File: src/rtl/des_round_sequencer.sv
// Iterative DES round controller: owns L/R and C/D, reuses one external round unit for 16 cycles.
// Accept to out_valid is 16 edges. The result is held in DONE until out_ready. in_ready is low while busy.
module des_round_sequencer (
  input  logic        clk,
  input  logic        rst,
  input  logic        in_valid,
  output logic        in_ready,
  input  logic        mode,
  input  logic [63:0] block_in,
  input  logic [55:0] key_in,
  output logic [31:0] r_out,
  output logic [55:0] cd_out,
  output logic [3:0]  round_idx,
  input  logic [31:0] f_in,
  output logic        out_valid,
  input  logic        out_ready,
  output logic [63:0] block_out,
  output logic        busy
);

  typedef enum logic [1:0] {
    S_IDLE  = 2'd0,
    S_ROUND = 2'd1,
    S_DONE  = 2'd2
  } state_e;

  state_e      state_q, state_d;
  logic [31:0] l_q, l_d;
  logic [31:0] r_q, r_d;
  logic [27:0] c_q, c_d;
  logic [27:0] d_q, d_d;
  logic [3:0]  round_q, round_d;
  logic        mode_q, mode_d;

  logic        accept;
  logic        last_round;
  logic [3:0]  next_idx;
  logic [1:0]  esh;
  logic [1:0]  dsh;

  function automatic logic [27:0] rotl28(input logic [27:0] x, input logic [1:0] n);
    logic [27:0] y;
    case (n)
      2'd1:    y = {x[26:0], x[27]};
      2'd2:    y = {x[25:0], x[27:26]};
      default: y = x;
    endcase
    return y;
  endfunction

  function automatic logic [27:0] rotr28(input logic [27:0] x, input logic [1:0] n);
    logic [27:0] y;
    case (n)
      2'd1:    y = {x[0], x[27:1]};
      2'd2:    y = {x[1:0], x[27:2]};
      default: y = x;
    endcase
    return y;
  endfunction

  assign accept     = (state_q == S_IDLE) && in_valid;
  assign last_round = (state_q == S_ROUND) && (round_q == 4'd15);
  assign next_idx   = round_q + 4'd1;

  // Shift amounts for the key of the round about to start (index round+1).
  always_comb begin
    esh = 2'd2;
    dsh = 2'd2;
    case (next_idx)
      4'd0:    begin esh = 2'd1; dsh = 2'd0; end
      4'd1:    begin esh = 2'd1; dsh = 2'd1; end
      4'd8:    begin esh = 2'd1; dsh = 2'd1; end
      4'd15:   begin esh = 2'd1; dsh = 2'd1; end
      default: begin esh = 2'd2; dsh = 2'd2; end
    endcase
  end

  always_ff @(posedge clk) begin
    if (rst) begin
      state_q <= S_IDLE;
    end else begin
      state_q <= state_d;
    end
  end

  always_comb begin
    state_d = state_q;
    case (state_q)
      S_IDLE:  if (in_valid) state_d = S_ROUND;
      S_ROUND: if (round_q == 4'd15) state_d = S_DONE;
      S_DONE:  if (out_ready) state_d = S_IDLE;
      default: state_d = S_IDLE;
    endcase
  end

  always_comb begin
    in_ready  = (state_q == S_IDLE);
    out_valid = (state_q == S_DONE);
    busy      = (state_q == S_ROUND) || (state_q == S_DONE);
  end

  always_comb begin
    l_d     = l_q;
    r_d     = r_q;
    c_d     = c_q;
    d_d     = d_q;
    round_d = round_q;
    mode_d  = mode_q;
    if (accept) begin
      l_d     = block_in[63:32];
      r_d     = block_in[31:0];
      round_d = 4'd0;
      mode_d  = mode;
      // Encrypt pre-rotates so round 0 already sees K1; decrypt starts from K16 = unrotated.
      if (mode) begin
        c_d = key_in[55:28];
        d_d = key_in[27:0];
      end else begin
        c_d = rotl28(key_in[55:28], 2'd1);
        d_d = rotl28(key_in[27:0], 2'd1);
      end
    end else if (state_q == S_ROUND) begin
      l_d     = r_q;
      r_d     = l_q ^ f_in;
      round_d = next_idx;
      if (!last_round) begin
        if (mode_q) begin
          c_d = rotr28(c_q, dsh);
          d_d = rotr28(d_q, dsh);
        end else begin
          c_d = rotl28(c_q, esh);
          d_d = rotl28(d_q, esh);
        end
      end
    end
  end

  always_ff @(posedge clk) begin
    if (rst) begin
      l_q     <= '0;
      r_q     <= '0;
      c_q     <= '0;
      d_q     <= '0;
      round_q <= '0;
      mode_q  <= 1'b0;
    end else begin
      l_q     <= l_d;
      r_q     <= r_d;
      c_q     <= c_d;
      d_q     <= d_d;
      round_q <= round_d;
      mode_q  <= mode_d;
    end
  end

  assign r_out     = r_q;
  assign cd_out    = {c_q, d_q};
  assign round_idx = round_q;
  assign block_out = {r_q, l_q};

  a_hold_result: assert property (@(posedge clk) disable iff (rst)
    (out_valid && !out_ready) |=> (out_valid && $stable(block_out)));

endmodule

File: config.mk
export PLATFORM = sky130hd
export DESIGN_NAME = des_round_sequencer
export DESIGN_NICKNAME = d
export VERILOG_FILES = /design/src/rtl/des_round_sequencer.sv
export SDC_FILE = /design/constraint.sdc
export NUM_CORES = 1
export LEC_CHECK = 0
export CORE_ASPECT_RATIO = 0.6
export CORE_MARGIN = 2
export CORE_UTILIZATION = 40
export DETAILED_ROUTE_END_ITERATION = 6
export MAX_ROUTING_LAYER = met4
export PLACE_DENSITY = 0.77
export SLEW_MARGIN = 20
export SYNTH_ARGS = -nofsm -noshare
export SYNTH_HDL_FRONTEND = slang
export SYNTH_SLANG_ARGS = --single-unit
File: constraint.sdc
create_clock -name clk -period 2.2 [get_ports clk]
set_clock_uncertainty 0.05 [all_clocks]
set_input_delay 0.44 -clock clk [delete_from_list [all_inputs] [get_ports clk]]
set_output_delay 0.44 -clock clk [all_outputs]
set_load 0.05 [all_outputs]
# After elaboration in Yosys (flattened, before gate mapping)
# Cells that the tools add are included.
# classes
addsub	1
n_eq_ne	15
muxes	24
bitwise_logic	1
reduce_logical	12
# op_table
op	count
$mux W28	10
$pmux W28 S2	4
$mux W32	4
$xor A32 B32 Y32	1
$eq A4 B4 Y1 const B	3
$mux W2	4
$eq A2 B1 Y1 const B	3
$eq A2 B2 Y1 const B	3
$ne A2 B2 Y1 const B	3
$pmux W2 S3	1
$add A4 B1 Y4 const B	1
$eq A4 B1 Y1 const B	1
$logic_not A4 Y1	1
$ne A4 B1 Y1 const B	1
$pmux W2 S2	1
$reduce_and A4 Y1	1
$reduce_bool A4 Y1	1
$reduce_or A4 Y1	1
$reduce_and A3 Y1	1
$reduce_or A3 Y1	1
$logic_and A1 B1 Y1	2
$logic_not A2 Y1	1
$ne A2 B1 Y1 const B	1
$reduce_bool A2 Y1	1
2 further kinds	2
# word_totals
regBits	127
input_bits	157
out_inout_bits	159
word_cells	60

# Depth between registers and ports, before layout
# logic_depth
ltp_word	10
mapped_depth	10
depth_no_buf	7

# Worst setup path after synthesis
# OpenSTA, ideal clock, no wires.
# synth_timing
kind	reg-to-reg
startpoint	register round_q[0] (netlist: round_idx[0])
endpoint	register c_q[7]
setup_ps	91
arrival_time_ps	2391
required_ps	2059
setup_slack_ps	-332
stages_incl_launch_ff	10
path_cell_list	dfxtp_1 > inv_1 > ha_1 > a21oi_1 > o21a_1 > buf_6 > buf_1 > nand3_1 > a21o_1 > a311oi_1
# synth_between
elab_chain_cells	10
word_cells_on_any_way	25
classes_between	add/sub (1); eq/ne (10); mux (8); reduce/logical (6)
# synth_lines
element	line_no	rtl
start, declared	32	logic [3:0] round_q, round_d;
start signal, assigned	151	round_q <= round_d;
$add A4 B1 Y4 *	63	assign next_idx = round_q + 4'd1;
named net next_idx[0]	37	logic [3:0] next_idx;
$eq A4 B4 Y1 (tied with other cells)	69	case (next_idx)
$reduce_or A3 Y1 (no line) or $reduce_or A4 Y1 (tied branches)	-	
$pmux W2 S2 or $mux W2 (tied branches)	69	
$eq A2 B2 Y1 (tied with other cells)	53	case (n)
$pmux W28 S2, on equally long branches	53, 43	
$mux W28	127	if (mode_q) begin
$mux W28	126	if (!last_round) begin
$mux W28	122	end else if (state_q == S_ROUND) begin
$mux W28	109	if (accept) begin
end signal, assigned	142	c_q <= '0;
end signal, assigned	149	c_q <= c_d;
end, declared	30	logic [27:0] c_q, c_d;
# Mark *: on every way through the listed nets, which the timed path passes. The rest lies on a longest branch. The select of a mux whose other input is x is not followed.
# A chain may end at the register's enable or synchronous reset.

# Final worst setup path
# layout_timing
startpoint	register round_q[0] (netlist: round_idx[0])
endpoint	register d_q[14]
# layout_between
elab_chain_cells	10
word_cells_on_any_way	25
classes_between	add/sub (1); eq/ne (10); mux (8); reduce/logical (6)
# layout_lines
element	line_no	rtl
$add A4 B1 Y4 *	63	
named net next_idx[0]	37	
$eq A4 B4 Y1 (tied with other cells)	69	
$reduce_or A3 Y1 (no line) or $reduce_or A4 Y1 (tied branches)	-	
$pmux W2 S2 or $mux W2 (tied branches)	69	
$eq A2 B2 Y1 (tied with other cells)	53	
$pmux W28 S2, on equally long branches	53, 43	
$mux W28	127	
$mux W28	126	
$mux W28	122	
$mux W28	109	
end signal, assigned	143	d_q <= '0;
end signal, assigned	150	d_q <= d_d;
end, declared	31	logic [27:0] d_q, d_d;
# Marked as above.

==> flow_summary.json <==
{
  "tightest_slew_ns": 0.5834,
  "ys_async_sr_fraction_pct": 0,
  "postRouteAntennaNets": 0,
  "cts_buffer_depth": 2,
  "overflow": 0,
  "crit_fanout": 21,
  "synth_cells": 1002,
  "ys_warn_count": 0,
  "io_buffer_count": 315,
  "synth_top_area_share_pct": 31.15,
  "min_path_cells": 2,
  "fin_cells": 1575,
  "die_area_um2": 21600,
  "netlist_area_um2": 8162,
  "power_mw": 13.29,
  "hp-start": "rst",
  "yosys_most_used_dff": "dfxtp_1",
  "core_area_um2": 20020,
  "track_usage_pct": 28.04,
  "worstSetupEndpointType": "flop",
  "min_period_ns": 2.305,
  "clk_latency_ns": 0.42,
  "peakVddDrop_mv": 0.6132,
  "grt_pass1_vias": 8631,
  "reg2reg_slack_ns": -0.10,
  "setup_ws_ns": -0.1047,
  "antenna_found_initial": 0,
  "multi_input_area_um2": 5638,
  "violations": "design-rule violations, negative setup slack",
  "cap_violations": 0,
  "drc_errors": 1,
  "outcome": "finished, violations left",
  "powerDensity_nw_per_um2": 988.8,
  "grt_max_degree": 89,
  "tns_ns": -0.9519,
  "cp-startpoint": "round_idx[0]",
  "drive_above_1_share_pct": 21.97,
  "leakagePower_nw": 5.125,
  "detailedRoute.firstPassIterationCount": 7,
  "die_w_um": 188.4,
  "cts_max_level": 4,
  "slew_headroom_pct": 61.10,
  "syn_avg_cell_area_um2": 8.145,
  "timing.rr.start": "round_idx[0]",
  "drt-wirelength-per-cell_um": 20.76,
  "vias_per_cell": 5.957,
  "critPathKind": "flop to flop",
  "worst_r2r_path_depth": 9,
  "timing.final.crit_share_pct": 104.8,
  "fp-row-count": 40,
  "final_cell_mix": "251 x clkdlybuf4s50_1, 154 x nor2_1, 123 x dfxtp_1",
  "hold_end": "r_out[7]",
  "dp.cells": 1520,
  "die_h_um": 114.6,
  "finalHoldViolCount": 0,
  "maxSlewViolCount": 0,
  "synth_area_leader_cell": "dfxtp_1",
  "gp_congestion": 0.8880,
  "critPathLaunchType": "flop",
  "drt-initial-drc-count": 967,
  "fmax_ghz": 0.4339,
  "hold_buffers": 0,
  "synth_edf_count": 0,
  "synth_area_leaders": "dfxtp_1 31%, mux2_2 7.7%, nor2_1 7.1%",
  "layout.nets": 1452,
  "start_util_pct": 40.77,
  "grt_pass1_wl_um": 46990,
  "seq_area_um2": 2552,
  "dp.final_hpwl_um": 20540,
  "diodes": 0,
  "cts.sink_count": 127,
  "synth_seq_cells": 127,
  "nFillCells": 1579,
  "final_common_cell": "clkdlybuf4s50_1",
  "r2r-end": "d_q[14]",
  "vias": 9382,
  "synth_cell_types": 40,
  "cts_buffers": 17,
  "path_clk_slew_ns": 0.07,
  "rsz0062_at_grt": "yes",
  "setup_viol": 29,
  "syn-num-nets": 1165,
  "holdCritPathClass": "input pin to flop",
  "routed_wl_um": 32700,
  "clockRootBuffer": "clkbuf_16",
  "cts_tree": "yes",
  "areaGrowthSynthToFinish_pct": 64.72,
  "ioPinCount": 316,
  "cp.arrival_ns": 2.58,
  "ys_seq_area_share_pct": 31.15,
  "cp.required_ns": 2.48
}
-- final cells by class --
class,count,area share (%)
Multi-Input combinational cell,737,41.94
Clock inverter,12,1.712
Timing Repair Buffer,400,31.24
Tap cell,273,2.541
Clock buffer,20,3.397
Sequential cell,127,18.99
Inverter,6,0.1861
-- critical path, stage by stage, from the launching register on --
cell,delay [ns]
dfxtp_4,0.40
inv_4,0.05
ha_1,0.27
a21oi_4,0.24
o21a_4,0.27
clkbuf_16,0.24
buf_4,0.15
nand3_1,0.08
a21o_1,0.18
a311oi_1,0.28
-- sequential cells by signal, summed over array words and instances (netlist names) --
signal,cells
c_q,28
d_q,28
l_q,32
mode_q,1
r_out,32
round_idx,4
state_q,2
-- cells by family (layout without fill, tap and decap cells) --
logic type      Yosys count  count (layout)  synth area share [%]
mux                      90              90                 11.90
simple gates            275             275                 14.01
compound gates          331             331                 29.73
buf+inv                 138             438                 8.539
fa+ha+maj                 6               6                0.9198
flops                   127             127                 31.15
xor+xnor                 35              35                 3.756
-- through the flow --
step                util, %  hold slack (ns)  setup slack [ns]  area, um^2
finish                67.16           0.3802           -0.1047       13440
global route          67.16           0.3748           -0.1344       13440
CTS                   62.52           0.3585          -0.01242       12520
detailed placement    58.39           0.4728           -0.5014       11690
global placement      58.39           0.4718           -0.4194       11690
floorplan                 -           0.4409           0.01562        8213
-- synth_stat cells, types with 2 or more instances --
| library cell | n |
|---|---|
| mux2i_1 | 34 |
| a221oi_1 | 56 |
| buf_1 | 13 |
| ha_1 | 6 |
| a21o_1 | 33 |
| nor3_1 | 6 |
| mux2_2 | 56 |
| clkbuf_1 | 70 |
| nor2_1 | 154 |
| buf_4 | 32 |
| nand4_1 | 2 |
| and3_1 | 12 |
| xnor2_1 | 33 |
| buf_2 | 11 |
| xor2_1 | 2 |
| and2_1 | 3 |
| inv_1 | 6 |
| dfxtp_1 | 127 |
| buf_6 | 6 |
| o21ai_0 | 46 |
| nand3_1 | 33 |
| a21oi_4 | 2 |
| a21boi_0 | 18 |
| a211oi_1 | 65 |
| a21oi_1 | 36 |
| nand2_1 | 61 |
| o21ai_1 | 11 |
| a311oi_1 | 56 |
-- how the worst max path moves through the flow --
stage                          to  slack (ns)  cells after the start
after global routing      d_q[17]       -0.13                      9
after global placement     d_q[9]       -0.42                      6
after detailed placement   d_q[2]       -0.50                      6
after floorplan           c_q[17]        0.02                      7
after CTS                 d_q[14]       -0.01                      9
final                     d_q[14]       -0.10                      9
-- timing repair --
item                       in CTS  in global routing
resized for setup              64                112
pin swaps                       2                 48
buffers inserted                2                 10
setup endpoints to repair      84                 73
cloned                          0                 13
-- power breakdown --
part | total [mW] | internal, mW | switching (mW)
Combinational | 6.57 | 2.55 | 4.02
Clock | 3.34 | 2.20 | 1.14
Sequential | 3.38 | 2.74 | 0.643
Total | 13.3 | 7.49 | 5.81
-- metal layers --
metal / share of wire [%] / up-vias / track usage, %
met1: 42 / 4393 / 38.32
met2: 45 / 625 / 41.06
met3: 11 / 73 / 7.294
met4: 1.9 / 0 / 7.187
li1: - / 4291 / -
met5: 0 / - / -
No activity file was read; power rests on OpenSTA's default activity.
